===== src/rtl/jtag_scan_sequencer.sv =====
//==============================================================================
// Module   : jtag_scan_sequencer
// Purpose  : Drives a JTAG TAP through TAP-reset, IR-scan, DR-scan and
//            idle-cycle commands. It presents registered TMS/TDI, captures
//            TDO into a right-aligned response word and mirrors the target
//            TAP state.
// Ports    : TCK        - JTAG clock (only clock)
//            TRST       - synchronous active-low reset
//            cmd_valid  - command offered
//            cmd_ready  - command can be accepted (IDLE only)
//            cmd_type   - 00 TAP reset, 01 IR scan, 10 DR scan, 11 idle
//            cmd_len    - bit count / idle cycle count (legal 1..32)
//            cmd_data   - TDI bits, LSB shifted first
//            TMS, TDI   - registered outputs to the target
//            TDO        - serial data from the target
//            rsp_valid  - one-cycle response strobe
//            rsp_data   - captured TDO bits, first bit in bit 0
//            rsp_err    - command rejected (qualified by rsp_valid)
//            busy       - inverse of cmd_ready
//            tap_state  - mirrored TAP state, standard 16-state encoding
// Revision : 1.0 - initial release
//==============================================================================
`default_nettype none

module jtag_scan_sequencer (
    input  logic        TCK,
    input  logic        TRST,
    input  logic        cmd_valid,
    output logic        cmd_ready,
    input  logic [1:0]  cmd_type,
    input  logic [5:0]  cmd_len,
    input  logic [31:0] cmd_data,
    output logic        TMS,
    output logic        TDI,
    input  logic        TDO,
    output logic        rsp_valid,
    output logic [31:0] rsp_data,
    output logic        rsp_err,
    output logic        busy,
    output logic [3:0]  tap_state
);

    localparam logic [1:0] c_CMD_TAP_RESET = 2'b00;
    localparam logic [1:0] c_CMD_IR_SCAN   = 2'b01;
    localparam logic [1:0] c_CMD_IDLE      = 2'b11;

    localparam logic [3:0] c_TAP_TLR       = 4'h0;
    localparam logic [3:0] c_TAP_RTI       = 4'h1;
    localparam logic [3:0] c_TAP_SEL_DR    = 4'h2;
    localparam logic [3:0] c_TAP_CAP_DR    = 4'h3;
    localparam logic [3:0] c_TAP_SHIFT_DR  = 4'h4;
    localparam logic [3:0] c_TAP_EXIT1_DR  = 4'h5;
    localparam logic [3:0] c_TAP_PAUSE_DR  = 4'h6;
    localparam logic [3:0] c_TAP_EXIT2_DR  = 4'h7;
    localparam logic [3:0] c_TAP_UPD_DR    = 4'h8;
    localparam logic [3:0] c_TAP_SEL_IR    = 4'h9;
    localparam logic [3:0] c_TAP_CAP_IR    = 4'hA;
    localparam logic [3:0] c_TAP_SHIFT_IR  = 4'hB;
    localparam logic [3:0] c_TAP_EXIT1_IR  = 4'hC;
    localparam logic [3:0] c_TAP_PAUSE_IR  = 4'hD;
    localparam logic [3:0] c_TAP_EXIT2_IR  = 4'hE;
    localparam logic [3:0] c_TAP_UPD_IR    = 4'hF;

    typedef enum logic [2:0] {
        S_RST_SEQ = 3'd0,
        S_IDLE    = 3'd1,
        S_ENTER   = 3'd2,
        S_SHIFT   = 3'd3,
        S_EXIT    = 3'd4,
        S_WAIT    = 3'd5,
        S_RESP    = 3'd6
    } state_t;

    state_t      state_q, state_d;
    logic [5:0]  cnt_q, cnt_d;
    logic [5:0]  bit_q, bit_d;
    logic [1:0]  type_q, type_d;
    logic [5:0]  len_q, len_d;
    logic [31:0] data_q, data_d;
    logic        tms_q, tms_d;
    logic        tdi_q, tdi_d;
    logic        rsp_valid_q, rsp_valid_d;
    logic        rsp_err_q, rsp_err_d;
    logic [31:0] rsp_data_q, rsp_data_d;
    logic [3:0]  tap_q;

    logic        w_len_bad;
    logic        w_is_ir;
    logic [5:0]  w_entry_len;
    logic [5:0]  w_last_bit;
    logic [5:0]  w_bit_inc;

    // IEEE 1149.1 TAP transition, evaluated with the TMS the target samples.
    function automatic logic [3:0] tap_next(input logic [3:0] s, input logic tms);
        logic [3:0] n;
        n = c_TAP_TLR;
        case (s)
            c_TAP_TLR:      n = tms ? c_TAP_TLR      : c_TAP_RTI;
            c_TAP_RTI:      n = tms ? c_TAP_SEL_DR   : c_TAP_RTI;
            c_TAP_SEL_DR:   n = tms ? c_TAP_SEL_IR   : c_TAP_CAP_DR;
            c_TAP_CAP_DR:   n = tms ? c_TAP_EXIT1_DR : c_TAP_SHIFT_DR;
            c_TAP_SHIFT_DR: n = tms ? c_TAP_EXIT1_DR : c_TAP_SHIFT_DR;
            c_TAP_EXIT1_DR: n = tms ? c_TAP_UPD_DR   : c_TAP_PAUSE_DR;
            c_TAP_PAUSE_DR: n = tms ? c_TAP_EXIT2_DR : c_TAP_PAUSE_DR;
            c_TAP_EXIT2_DR: n = tms ? c_TAP_UPD_DR   : c_TAP_SHIFT_DR;
            c_TAP_UPD_DR:   n = tms ? c_TAP_SEL_DR   : c_TAP_RTI;
            c_TAP_SEL_IR:   n = tms ? c_TAP_TLR      : c_TAP_CAP_IR;
            c_TAP_CAP_IR:   n = tms ? c_TAP_EXIT1_IR : c_TAP_SHIFT_IR;
            c_TAP_SHIFT_IR: n = tms ? c_TAP_EXIT1_IR : c_TAP_SHIFT_IR;
            c_TAP_EXIT1_IR: n = tms ? c_TAP_UPD_IR   : c_TAP_PAUSE_IR;
            c_TAP_PAUSE_IR: n = tms ? c_TAP_EXIT2_IR : c_TAP_PAUSE_IR;
            c_TAP_EXIT2_IR: n = tms ? c_TAP_UPD_IR   : c_TAP_SHIFT_IR;
            c_TAP_UPD_IR:   n = tms ? c_TAP_SEL_DR   : c_TAP_RTI;
            default:        n = c_TAP_TLR;
        endcase
        return n;
    endfunction

    assign w_len_bad   = (cmd_len == 6'd0) || (cmd_len > 6'd32);
    assign w_is_ir     = (type_q == c_CMD_IR_SCAN);
    // DR entry is 1,0,0 (3 edges); IR entry is 1,1,0,0 (4 edges).
    assign w_entry_len = w_is_ir ? 6'd4 : 6'd3;
    assign w_last_bit  = len_q - 6'd1;
    assign w_bit_inc   = bit_q + 6'd1;

    // Every TMS/TDI value computed here is registered and therefore seen by
    // the target one edge later. The acceptance edge already drives the first
    // sequence bit so the scan length comes out as cmd_len+5 (DR) edges.
    always_comb begin
        state_d     = state_q;
        cnt_d       = cnt_q;
        bit_d       = bit_q;
        type_d      = type_q;
        len_d       = len_q;
        data_d      = data_q;
        tms_d       = 1'b0;
        tdi_d       = 1'b0;
        rsp_valid_d = 1'b0;
        rsp_err_d   = 1'b0;
        rsp_data_d  = rsp_data_q;

        case (state_q)
            S_RST_SEQ: begin
                // cnt 0..4 drive TMS=1, cnt 5 drives TMS=0, cnt 6 is the edge
                // on which the target reaches RUN_TEST_IDLE.
                if (cnt_q == 6'd6) begin
                    state_d = S_IDLE;
                end else begin
                    tms_d = (cnt_q < 6'd5);
                    cnt_d = cnt_q + 6'd1;
                end
            end

            S_IDLE: begin
                if (cmd_valid) begin
                    type_d     = cmd_type;
                    len_d      = cmd_len;
                    data_d     = cmd_data;
                    rsp_data_d = '0;
                    cnt_d      = 6'd1;
                    bit_d      = '0;
                    if (cmd_type == c_CMD_TAP_RESET) begin
                        tms_d   = 1'b1;
                        state_d = S_RST_SEQ;
                    end else if (w_len_bad) begin
                        // Rejected: answer immediately, no TMS activity.
                        rsp_valid_d = 1'b1;
                        rsp_err_d   = 1'b1;
                    end else if (cmd_type == c_CMD_IDLE) begin
                        state_d = S_WAIT;
                    end else begin
                        tms_d   = 1'b1;
                        state_d = S_ENTER;
                    end
                end
            end

            S_ENTER: begin
                if (cnt_q == w_entry_len) begin
                    // Target enters SHIFT on this edge: present bit 0.
                    tdi_d   = data_q[0];
                    tms_d   = (len_q == 6'd1);
                    bit_d   = '0;
                    state_d = S_SHIFT;
                end else begin
                    tms_d = w_is_ir && (cnt_q == 6'd1);
                    cnt_d = cnt_q + 6'd1;
                end
            end

            S_SHIFT: begin
                // The target shifts bit_q on this edge; TDO is valid now.
                rsp_data_d[bit_q[4:0]] = TDO;
                if (bit_q == w_last_bit) begin
                    tms_d   = 1'b1;
                    state_d = S_EXIT;
                end else begin
                    tdi_d = data_q[w_bit_inc[4:0]];
                    tms_d = (w_bit_inc == w_last_bit);
                    bit_d = w_bit_inc;
                end
            end

            S_EXIT: begin
                state_d = S_RESP;
            end

            S_RESP: begin
                rsp_valid_d = 1'b1;
                state_d     = S_IDLE;
            end

            S_WAIT: begin
                if (cnt_q >= len_q) begin
                    state_d = S_IDLE;
                end else begin
                    cnt_d = cnt_q + 6'd1;
                end
            end

            default: begin
                state_d = S_RST_SEQ;
                cnt_d   = '0;
                tms_d   = 1'b1;
            end
        endcase
    end

    always_ff @(posedge TCK) begin
        if (!TRST) begin
            state_q     <= S_RST_SEQ;
            cnt_q       <= '0;
            bit_q       <= '0;
            type_q      <= '0;
            len_q       <= '0;
            data_q      <= '0;
            tms_q       <= 1'b1;
            tdi_q       <= 1'b0;
            rsp_valid_q <= 1'b0;
            rsp_err_q   <= 1'b0;
            rsp_data_q  <= '0;
            tap_q       <= c_TAP_TLR;
        end else begin
            state_q     <= state_d;
            cnt_q       <= cnt_d;
            bit_q       <= bit_d;
            type_q      <= type_d;
            len_q       <= len_d;
            data_q      <= data_d;
            tms_q       <= tms_d;
            tdi_q       <= tdi_d;
            rsp_valid_q <= rsp_valid_d;
            rsp_err_q   <= rsp_err_d;
            rsp_data_q  <= rsp_data_d;
            tap_q       <= tap_next(tap_q, tms_q);
        end
    end

    assign cmd_ready = (state_q == S_IDLE);
    assign busy      = ~cmd_ready;
    assign TMS       = tms_q;
    assign TDI       = tdi_q;
    assign rsp_valid = rsp_valid_q;
    assign rsp_err   = rsp_err_q;
    assign rsp_data  = rsp_data_q;
    assign tap_state = tap_q;

endmodule

`default_nettype wire


===== config.mk =====
export PLATFORM = sky130hd
export DESIGN_NAME = jtag_scan_sequencer
export DESIGN_NICKNAME = d
export VERILOG_FILES = /design/src/rtl/jtag_scan_sequencer.sv
export SDC_FILE = /design/constraint.sdc
export NUM_CORES = 1
export LEC_CHECK = 0
export BUFFER_PORTS_ARGS = -buffer_cell sky130_fd_sc_hd__buf_2
export CAP_MARGIN = 10
export CORE_MARGIN = 10
export CORE_UTILIZATION = 60
export CTS_CLUSTER_SIZE = 16
export DETAILED_ROUTE_END_ITERATION = 8
export PLACE_DENSITY = 0.88
export SLEW_MARGIN = 10
export SYNTH_ARGS = -nofsm -noshare
export SYNTH_HDL_FRONTEND = slang
export SYNTH_SLANG_ARGS = --single-unit

===== constraint.sdc =====
create_clock -name TCK -period 4.15 [get_ports TCK]
set_clock_uncertainty 0.05 [all_clocks]
set_input_delay 0.83 -clock TCK [delete_from_list [all_inputs] [get_ports TCK]]
set_output_delay 0.83 -clock TCK [all_outputs]
set_load 0.03 [all_outputs]

==> qor.yml, run 1 <==
global_route:
  grt_max_degree: 57
  overflow: 0
  antenna_found_initial: 0
  grt_util_all_layers_pct: 20.2
  grt_first_pass_wirelength_mm: 22.4
  grt_pass1_vias: 4778
pwr:
  p_clk_share_pct: 35.6
  netSwitchingPower_uw: 419
  p_leak_uw: 0.00229
  p_per_area_nw_per_um2: 278
  power.share.switching_pct: 25.7
  vdd_drop_max_mv: 0.237
  power_frac_comb_pct: 7.4
  seqPwrFrac_pct: 57.0
  p_int_uw: 1210
setup_path:
  critPathKind: "reg2reg"
  cp.arrival_ns: 3.20
  startpoint: "bit_q[0]$_SDFFE_PN0P_"
  rrSetupSlack_ns: 1.14
  start_kind: "flip-flop"
  end_kind: "flip-flop"
  reg2reg_depth: 6
  worst_r2r_endpoint: "TDI$_SDFF_PN0_"
  path_max_fanout: 14
  r2r_start: "bit_q[0]$_SDFFE_PN0P_"
  endpoint: "TDI$_SDFF_PN0_"
  required_ns: 4.34
drt:
  wirelength_mm: 13.4
  ant_nets: 0
  drtPass1Iterations: 5
  drt_iter0_drc: 457
  via_count: 4841
  wl_per_cell_um: 16.7
  drc: 0
  viasPerCell: 6.04
cts:
  cts.path.max_buffers: 2
  cts_inserted_buffers: 9
  cts_resized: 0
  cts_root_buffer: "clkbuf_8"
  clock_latency_ns: 0.36
  clock-sinks: 95
  cts_tree: "yes"
  clk_pin_slew_ns: 0.10
  htreeDepth: 3
  postCtsHoldBufs: 0
  post_cts.repair.setup_buffers: 0
run_status:
  status: "completed"
synthesis:
  synth-edff-count: 0
  synth-seq-cells: 95
  synth_area_um2: 5300
  synth_top_area_share_pct: 35.9
  syn_area_per_cell_um2: 8.25
  syn_nets: 705
  synth_ff_type: "dfxtp_1"
  yosys-top-cells-area: "dfxtp_1 (36%), a21boi_0 (10%), nand2_1 (9.2%)"
  ys_warn_count: 0
  synthDistinctLibCells: 64
  ys_async_sr_fraction_pct: 0
  synth_top_area_cell: "dfxtp_1"
  synth_seq_area_share_pct: 35.9
  syn_inst: 643
timing:
  final-hold-violation-count: 0
  fin_crit_sh_pct: 72.5
  rsz0062_at_grt: "false"
  slew_headroom_pct: 40.1
  worstMarginPinSlew_ns: 0.899
  setup_violations: 0
  period_needed_ns: 3.01
  slew_viol_final: 0
  fmax_mhz: 332
  final.setup.worst_slack_ns: 1.14
  timing.hold.ws_ns: 0.422
  tns_ns: 0
floorplanning:
  dieArea_um2: 13000
  start_util_pct: 61.1
  die_w_um: 114
  die_h_um: 114
  num_rows: 34
  coreArea_um2: 8680
  pin_count: 86
cells_and_area:
  area_growth_pct: 10.6
  postLayoutCellArea_um2: 5870
  final_common_cell: "nand2_1"
  mostFrequentLayoutCells: "nand2_1 (130), dfxtp_1 (95), buf_2 (85), a21boi_0 (72), o21ai_0 (47)"
  post-route-util_pct: 67.6
  nFillCells: 677
  drive_gt1_share_pct: 18.0
  n_antenna_cell: 0
  nets: 751
job:
  drv_cap: 0
placement:
  gp_congestion: 0.898
  port_buffers: 85
  dp_hpwl_mm: 9.51
  pre_cts_slack_ns: 1.15
  place_area_um2: 5680
min_path:
  min_path_type: "reg2reg"
-- stage by stage --
| stage | std cells | total power, uW |
|---|---|---|
| final | 802 | 1630 |
| after global routing | 802 | 1690 |
| after CTS | 802 | 1630 |
| after detailed placement | 786 | 1070 |
| after global placement | 786 | 1060 |
| after floorplan | 643 | 1030 |
-- layout make-up --
cell class / count / area (um^2) / share of cell area (%)
clock buffer: 11 / 141 / 2.41
clock inverter: 5 / 42.5 / 0.725
timing repair buffer: 89 / 455 / 7.76
tap: 108 / 135 / 2.30
sequential: 95 / 1900 / 32.4
multi-input combinational: 476 / 3120 / 53.2
inverter: 18 / 67.6 / 1.15
-- power groups by stage --
stage / Combinational [uW] / Clock (uW) / Sequential [uW]
2_1_floorplan: 79.1 / 0 / 948
3_3_place_gp: 113 / 0 / 951
3_5_place_dp: 119 / 0 / 953
4_1_cts: 120 / 583 / 931
5_1_grt: 133 / 627 / 933
6_report: 121 / 581 / 932
-- metal layers --
metal / track usage, % / up-vias / part of all wire (%)
li1: - / 2339 / -
met1: 23.9 / 2253 / 41
met2: 34.2 / 213 / 49
met3: 5.35 / 36 / 7.7
met4: 7.10 / 0 / 2.3
met5: 0 / - / 0
-- logic make-up after synthesis --
family          share of synthesized area [%]
fa+ha+maj                                4.25
simple gates                             19.2
compound gates                           26.8
flops                                    35.9
xor+xnor                                 3.33
buf+inv                                  5.26
mux                                      5.26
-- worst max-delay path, cell delays in order, from the launching register on --
cell	delay (ns)
dfxtp_1	0.70
inv_1	0.17
ha_1	0.66
mux4_2	0.58
mux4_2	0.48
mux2i_1	0.15
o22ai_1	0.09
-- cell usage after synthesis, types with 2 or more instances --
cell       instances
o2111a_1           2
xnor3_1            2
dfxtp_1           95
nand2_1          130
buf_2              4
nor4_1             3
mux4_2            10
xor2_1             4
xnor2_1           11
nor3_1             5
a31oi_1            8
nand4_1            4
o21ai_0           47
nor2_1            14
a21o_1             2
or4_1              2
and2_1             6
or2_2              2
and3_1            11
mux2i_1            2
a21boi_1           2
inv_1             18
nor2b_1           12
buf_1              6
a21boi_0          72
a21oi_1           40
nand3b_1           3
ha_1              18
o2bb2ai_1          6
clkbuf_1          43
o21a_1             2
o22ai_1            2
o211ai_1           3
nand3_1           11
nand2b_1           7
a211oi_1           6
-- state kept, by name (all words and copies together) (netlist names), 2 cells and up --
signal     count
bit_q          6
cnt_q          6
len_q          6
tap_state      4
rsp_data      32
state_q        3
type_q         2
data_q        32
-- worst min path at each step --
| stage | startpoint | endpoint | depth (start not counted) |
|---|---|---|---|
| 2_1_floorplan | type_q[1]$_SDFFE_PN0P_ | type_q[1]$_SDFFE_PN0P_ | 2 |
| 3_3_place_gp | type_q[1]$_SDFFE_PN0P_ | type_q[1]$_SDFFE_PN0P_ | 2 |
| 3_5_place_dp | type_q[1]$_SDFFE_PN0P_ | type_q[1]$_SDFFE_PN0P_ | 2 |
| 4_1_cts | type_q[1]$_SDFFE_PN0P_ | type_q[1]$_SDFFE_PN0P_ | 2 |
| 5_1_grt | data_q[8]$_SDFFE_PN0P_ | data_q[8]$_SDFFE_PN0P_ | 2 |
| 6_report | data_q[15]$_SDFFE_PN0P_ | data_q[15]$_SDFFE_PN0P_ | 2 |
Power figures use the tool's default switching activity.
==> run 2: changes to the inputs <==
--- a/config.mk
+++ b/config.mk
@@ -8,10 +8,10 @@
 export BUFFER_PORTS_ARGS = -buffer_cell sky130_fd_sc_hd__buf_2
 export CAP_MARGIN = 10
 export CORE_MARGIN = 10
-export CORE_UTILIZATION = 60
+export CORE_UTILIZATION = 57
 export CTS_CLUSTER_SIZE = 16
 export DETAILED_ROUTE_END_ITERATION = 8
-export PLACE_DENSITY = 0.88
+export PLACE_DENSITY = 0.84
 export SLEW_MARGIN = 10
 export SYNTH_ARGS = -nofsm -noshare
 export SYNTH_HDL_FRONTEND = slang
==> constraint.sdc (replaced) <==
create_clock -name TCK -period 3.1 [get_ports TCK]
set_clock_uncertainty 0.05 [all_clocks]
set_input_delay 0.62 -clock TCK [delete_from_list [all_inputs] [get_ports TCK]]
set_output_delay 0.62 -clock TCK [all_outputs]
set_load 0.03 [all_outputs]
==> qor.yml, run 2 (synthesized netlist as in run 1, its figures left out) <==
setup_path:
  rrSetupSlack_ns: 0.41  # -0.73 ns
  required_ns: 3.30  # -1.04 ns
  critPathKind: "reg2reg"
  cp.arrival_ns: 2.89  # -0.31 ns
  start_kind: "flip-flop"
  worst_r2r_endpoint: "TDI$_SDFF_PN0_"
  end_kind: "flip-flop"
  r2r_start: "bit_q[1]$_SDFFE_PN0P_"
  path_max_fanout: 10  # -4
  reg2reg_depth: 6  # unchanged
pwr:
  seqPwrFrac_pct: 57.6  # +0.6 points
  p_per_area_nw_per_um2: 368  # +32%
  power.share.switching_pct: 25.9  # +0.24 points
  netSwitchingPower_uw: 560  # +34%
  power_frac_comb_pct: 7.5  # about the same
  p_int_uw: 1600  # +32%
  p_clk_share_pct: 34.9  # -0.7 points
  vdd_drop_max_mv: 0.226  # -4.9%
  p_leak_uw: 0.00229  # +0.32%
cts:
  cts.path.max_buffers: 2  # unchanged
  cts_inserted_buffers: 9  # unchanged
  clock-sinks: 95  # unchanged
  cts_resized: 0  # unchanged
  clock_latency_ns: 0.37  # about the same
  post_cts.repair.setup_buffers: 0  # unchanged
  clk_pin_slew_ns: 0.10  # about the same
  postCtsHoldBufs: 0  # unchanged
  htreeDepth: 3  # unchanged
  cts_tree: "yes"
  cts_root_buffer: "clkbuf_8"
placement:
  pre_cts_slack_ns: 0.380  # -0.770 ns
  port_buffers: 85  # unchanged
  gp_congestion: 0.898  # about the same
  dp_hpwl_mm: 9.56  # +0.56%
timing:
  setup_violations: 0  # unchanged
  slew_headroom_pct: 46.2  # +6.1 points
  worstMarginPinSlew_ns: 0.801  # -0.0982 ns
  slew_viol_final: 0  # unchanged
  final.setup.worst_slack_ns: 0.410  # -0.730 ns
  fin_crit_sh_pct: 86.8  # +14 points
  period_needed_ns: 2.69  # -0.320 ns
  rsz0062_at_grt: "false"
  tns_ns: 0  # unchanged
  fmax_mhz: 372  # +12%
  final-hold-violation-count: 0  # unchanged
global_route:
  overflow: 0  # unchanged
  grt_util_all_layers_pct: 19.8  # -0.33 points
  grt_pass1_vias: 4703  # -1.6%
  antenna_found_initial: 0  # unchanged
  grt_max_degree: 52  # -8.8%
  grt_first_pass_wirelength_mm: 21.9  # -2.0%
cells_and_area:
  final_common_cell: "nand2_1"
  drive_gt1_share_pct: 18.0  # unchanged
  n_antenna_cell: 0  # unchanged
  post-route-util_pct: 64.2  # -3.4 points
  nets: 752  # +0.13%
  area_growth_pct: 10.8
  mostFrequentLayoutCells: "nand2_1 (130), dfxtp_1 (95), buf_2 (85), a21boi_0 (72), o21ai_0 (47)"
job:
  drv_cap: 0  # unchanged
floorplanning:
  dieArea_um2: 13600  # +4.3%
  die_h_um: 116  # +2.1%
  num_rows: 35  # +2.9%
  die_w_um: 116  # +2.1%
  coreArea_um2: 9150  # +5.5%
  pin_count: 86  # unchanged
  start_util_pct: 57.9  # -3.2 points
drt:
  drc: 0  # unchanged
  viasPerCell: 5.91  # -2.0%
  drt_iter0_drc: 365  # -20%
  wirelength_mm: 13.2  # -1.5%
  wl_per_cell_um: 16.4  # -1.8%
  via_count: 4760  # -1.7%
  drtPass1Iterations: 5  # unchanged
  ant_nets: 0  # unchanged
min_path:
  worstHoldStart: "type_q[1]$_SDFFE_PN0P_"
  holdPathEnd: "type_q[1]$_SDFFE_PN0P_"
  min_path_type: "reg2reg"
  min_path_cells: 2  # unchanged
run_status:
  status: "completed"
[run 2: changes by cell type in the layout (fill, tap and decap cells not counted), sizes merged]
| cell | delta |
|---|---|
| clkinvlp | -1 |
| inv | +1 |
| buf | +1 |
| clkbuf | -1 |
[run 2: power groups by stage]
stage / Sequential (uW) / Combinational, uW / Clock (uW)
after global placement: 1270 / 155 / 0
after floorplan: 1270 / 106 / 0
after CTS: 1250 / 161 / 764
after global routing: 1250 / 180 / 816
final: 1250 / 162 / 754
after detailed placement: 1270 / 160 / 0
[run 2: worst max-delay path by stage]
stage	start	end	slack, ns	depth (start not counted)
final	bit_q[1]$_SDFFE_PN0P_	TDI$_SDFF_PN0_	0.41	6
after global routing	bit_q[1]$_SDFFE_PN0P_	TDI$_SDFF_PN0_	0.19	6
after CTS	bit_q[1]$_SDFFE_PN0P_	TDI$_SDFF_PN0_	0.37	6
after detailed placement	bit_q[1]$_SDFFE_PN0P_	TDI$_SDFF_PN0_	0.38	6
after global placement	bit_q[1]$_SDFFE_PN0P_	TDI$_SDFF_PN0_	0.53	6
after floorplan	bit_q[0]$_SDFFE_PN0P_	TDI$_SDFF_PN0_	0.35	8
[run 2: cell type report]
type	count	area (um^2)
sequential	95	1900
clock inverter	5	43.8
tap	111	139
inverter	18	67.6
fill	757	3270
clock buffer	10	128
timing repair buffer	90	475
multi-input combinational	476	3120
[run 2: stage by stage]
step           instance area, um^2  cells  hold WS (ns)  power, uW
2_1_floorplan                 5300    643         0.388       1380
5_1_grt                       5880    805         0.437       2250
4_1_cts                       5880    805         0.422       2170
3_3_place_gp                  5710    790         0.398       1430
3_5_place_dp                  5710    790         0.413       1430
6_report                      5880    805         0.424       2160
[run 2: routing by layer]
layer	share of wire (%)	track usage, %	vias to the layer above
met5	0	0	-
met4	1.6	6.92	0
met3	6.6	4.06	18
met2	48	33.4	180
met1	44	24.6	2223
li1	-	-	2339
[run 2: critical path: stages, from the launching register on]
cell and delay [ns]:
dfxtp_1 0.46, inv_1 0.10, ha_1 0.64, mux4_2 0.57, mux4_2 0.46, mux2i_1 0.18, o22ai_1 0.11
==> run 3: changes to the inputs <==
--- a/config.mk
+++ b/config.mk
@@ -8,10 +8,10 @@
 export BUFFER_PORTS_ARGS = -buffer_cell sky130_fd_sc_hd__buf_2
 export CAP_MARGIN = 10
 export CORE_MARGIN = 10
-export CORE_UTILIZATION = 57
+export CORE_UTILIZATION = 51
 export CTS_CLUSTER_SIZE = 16
 export DETAILED_ROUTE_END_ITERATION = 8
-export PLACE_DENSITY = 0.84
+export PLACE_DENSITY = 0.8
 export SLEW_MARGIN = 10
 export SYNTH_ARGS = -nofsm -noshare
 export SYNTH_HDL_FRONTEND = slang
==> constraint.sdc (replaced) <==
create_clock -name TCK -period 2.18 [get_ports TCK]
set_clock_uncertainty 0.05 [all_clocks]
set_input_delay 0.436 -clock TCK [delete_from_list [all_inputs] [get_ports TCK]]
set_output_delay 0.436 -clock TCK [all_outputs]
set_load 0.03 [all_outputs]
==> qor.yml, run 3 (synthesized netlist as in run 1, its figures left out) <==
run_status:
  status: "complete, but fails checks"
  violations: "negative setup slack"
drt:
  via_count: 5007  # +5.2%
  wl_per_cell_um: 16.0  # -2.9%
  viasPerCell: 5.64  # -4.5%
  drt_iter0_drc: 452  # +24%
  ant_nets: 0  # unchanged
  drtPass1Iterations: 5  # unchanged
  wirelength_mm: 14.1  # +7.0%
  drc: 0  # unchanged
setup_path:
  end_kind: "flip-flop"
  cp_common_cell: "mux4_2"
  start_kind: "flip-flop"
  required_ns: 2.38  # -0.92 ns
  path_max_fanout: 5  # -5
  cp.arrival_ns: 2.41  # -0.48 ns
  cpPeakStageDelay_ns: 0.50  # -0.14 ns
  critPathKind: "reg2reg"
  critPathSlowestCell: "mux4_2"
  cp_cell_sequence: "inv_4 > ha_4 > buf_12 > mux4_2 > mux4_2 > mux2i_1 > o22ai_1"
floorplanning:
  start_util_pct: 51.8  # -6.1 points
  coreArea_um2: 10200  # +12%
  pin_count: 86  # unchanged
  die_h_um: 122  # +4.7%
  dieArea_um2: 14900  # +9.7%
  die_w_um: 122  # +4.7%
  num_rows: 37  # +5.7%
global_route:
  grt_util_all_layers_pct: 18.4  # -1.5 points
  gr-max-usage-layer: "met2"
  grt_util_met1_pct: 22.8  # -1.8 points
  grt_first_pass_wirelength_mm: 22.9  # +4.4%
  met3_usage_pct: 5.00  # +0.94 points
  grt.met2_usage_pct: 30.1  # -3.3 points
  grt_max_degree: 53  # +1.9%
  overflow: 0  # unchanged
  antenna_found_initial: 0  # unchanged
  grt_pass1_vias: 4889  # +4.0%
timing:
  setup_violations: 1  # +1
  fmax_mhz: 452  # +22%
  final-hold-violation-count: 0  # unchanged
  rsz0062_at_grt: "true"
  final.setup.worst_slack_ns: -0.0321  # -0.442 ns
  tns_ns: -0.0321  # -0.0321 ns
  timing.hold.ws_ns: 0.260  # -0.164 ns
  fin_crit_sh_pct: 101  # +15 points
  slew_viol_final: 0  # unchanged
  worstMarginPinSlew_ns: 0.600  # -0.201 ns
  period_needed_ns: 2.21  # -0.478 ns
  slew_headroom_pct: 60.0  # +14 points
cts:
  clock_latency_ns: 0.37  # about the same
  clk_pin_slew_ns: 0.09  # about the same
  clock-sinks: 95  # unchanged
  cts.path.max_buffers: 2  # unchanged
  cts_root_buffer: "clkbuf_8"
  htreeDepth: 3  # unchanged
  cts_tree: "yes"
  cts_inserted_buffers: 9  # unchanged
placement:
  dp_hpwl_mm: 10.1  # +5.7%
  port_buffers: 85  # unchanged
  gp_congestion: 0.870  # -3.2%
  pre_cts_slack_ns: -0.171  # -0.551 ns
cells_and_area:
  nets: 808  # +7.4%
  mostFrequentLayoutCells: "nand2_1 (130), buf_2 (85), dfxtp_1 (84), a21boi_0 (72), buf_4 (54)"
  post-route-util_pct: 63.8  # -0.47 points
  area_growth_pct: 23.0
  n_antenna_cell: 0  # unchanged
  final_common_cell: "nand2_1"
  drive_gt1_share_pct: 28.2  # +10 points
pwr:
  p_per_area_nw_per_um2: 489  # +33%
  p_leak_uw: 0.00261  # +14%
  vdd_drop_max_mv: 0.410  # +82%
  power.total_uw: 3190  # +47%
min_path:
  min_path_type: "in2reg"
job:
  drv_cap: 0  # unchanged
run 3: changes by cell type in the layout (fill, tap and decap cells not counted), sizes merged:
cell | before | now
buf | 90 | 146
clkbuf | 10 | 12
inv | 20 | 19
run 3: area by class of cell:
type / instances / area (um^2)
clock buffers: 12 / 155
well taps: 136 / 170
repair buffers: 146 / 936
flip-flops and latches: 95 / 1920
fillers: 832 / 3710
multi-input cells: 476 / 3250
inverters: 18 / 70.1
clock inverters: 4 / 28.8
run 3: power breakdown:
group	internal [uW]	total [uW]	switching, uW
combinational	156	311	155
sequential	1750	1760	16.2
clock	480	1110	634
total	2380	3190	805
run 3: critical path: cells and delay by family (launching register included):
family,cells,cell delay (ns)
AO/OA/AOI/OAI,1,0.08
buffers and inverters,2,0.17
flip-flops,1,0.36
multiplexers,3,1.16
adder cells (fa/ha/maj),1,0.28
run 3: worst paths after layout:
| kind | startpoint | cells after the start | to | slack, ns |
|---|---|---|---|---|
| setup reg to reg | bit_q[0]$_SDFFE_PN0P_ | 7 | TDI$_SDFF_PN0_ | -0.03 |
| hold reg to reg | data_q[6]$_SDFFE_PN0P_ | 2 | data_q[6]$_SDFFE_PN0P_ | 0.41 |
| hold / removal | cmd_data[7] | 3 | data_q[7]$_SDFFE_PN0P_ | 0.26 |
| setup / recovery | bit_q[0]$_SDFFE_PN0P_ | 7 | TDI$_SDFF_PN0_ | -0.03 |
run 3: layer usage:
layer  vias up  share of wire (%)
met1      2334                 43
li1       2451                  -
met3        21                6.8
met5         -                  0
met2       201                 48
met4         0                1.6
run 3: through the flow:
stage,cell area [um^2],instances
after detailed placement,6110,861
final,6520,887
after global placement,6110,861
after CTS,6340,880
after global routing,6520,887
after floorplan,5340,643
run 3: timing repair:
| action | CTS | global route |
|---|---|---|
| pin swaps | 1 | 17 |
| endpoints found under the hold margin | 0 | 0 |
| setup endpoints to repair | 2 | 19 |
| hold buffers | 0 | 0 |
| gates resized for setup | 5 | 30 |
| buffers inserted | 3 | 7 |
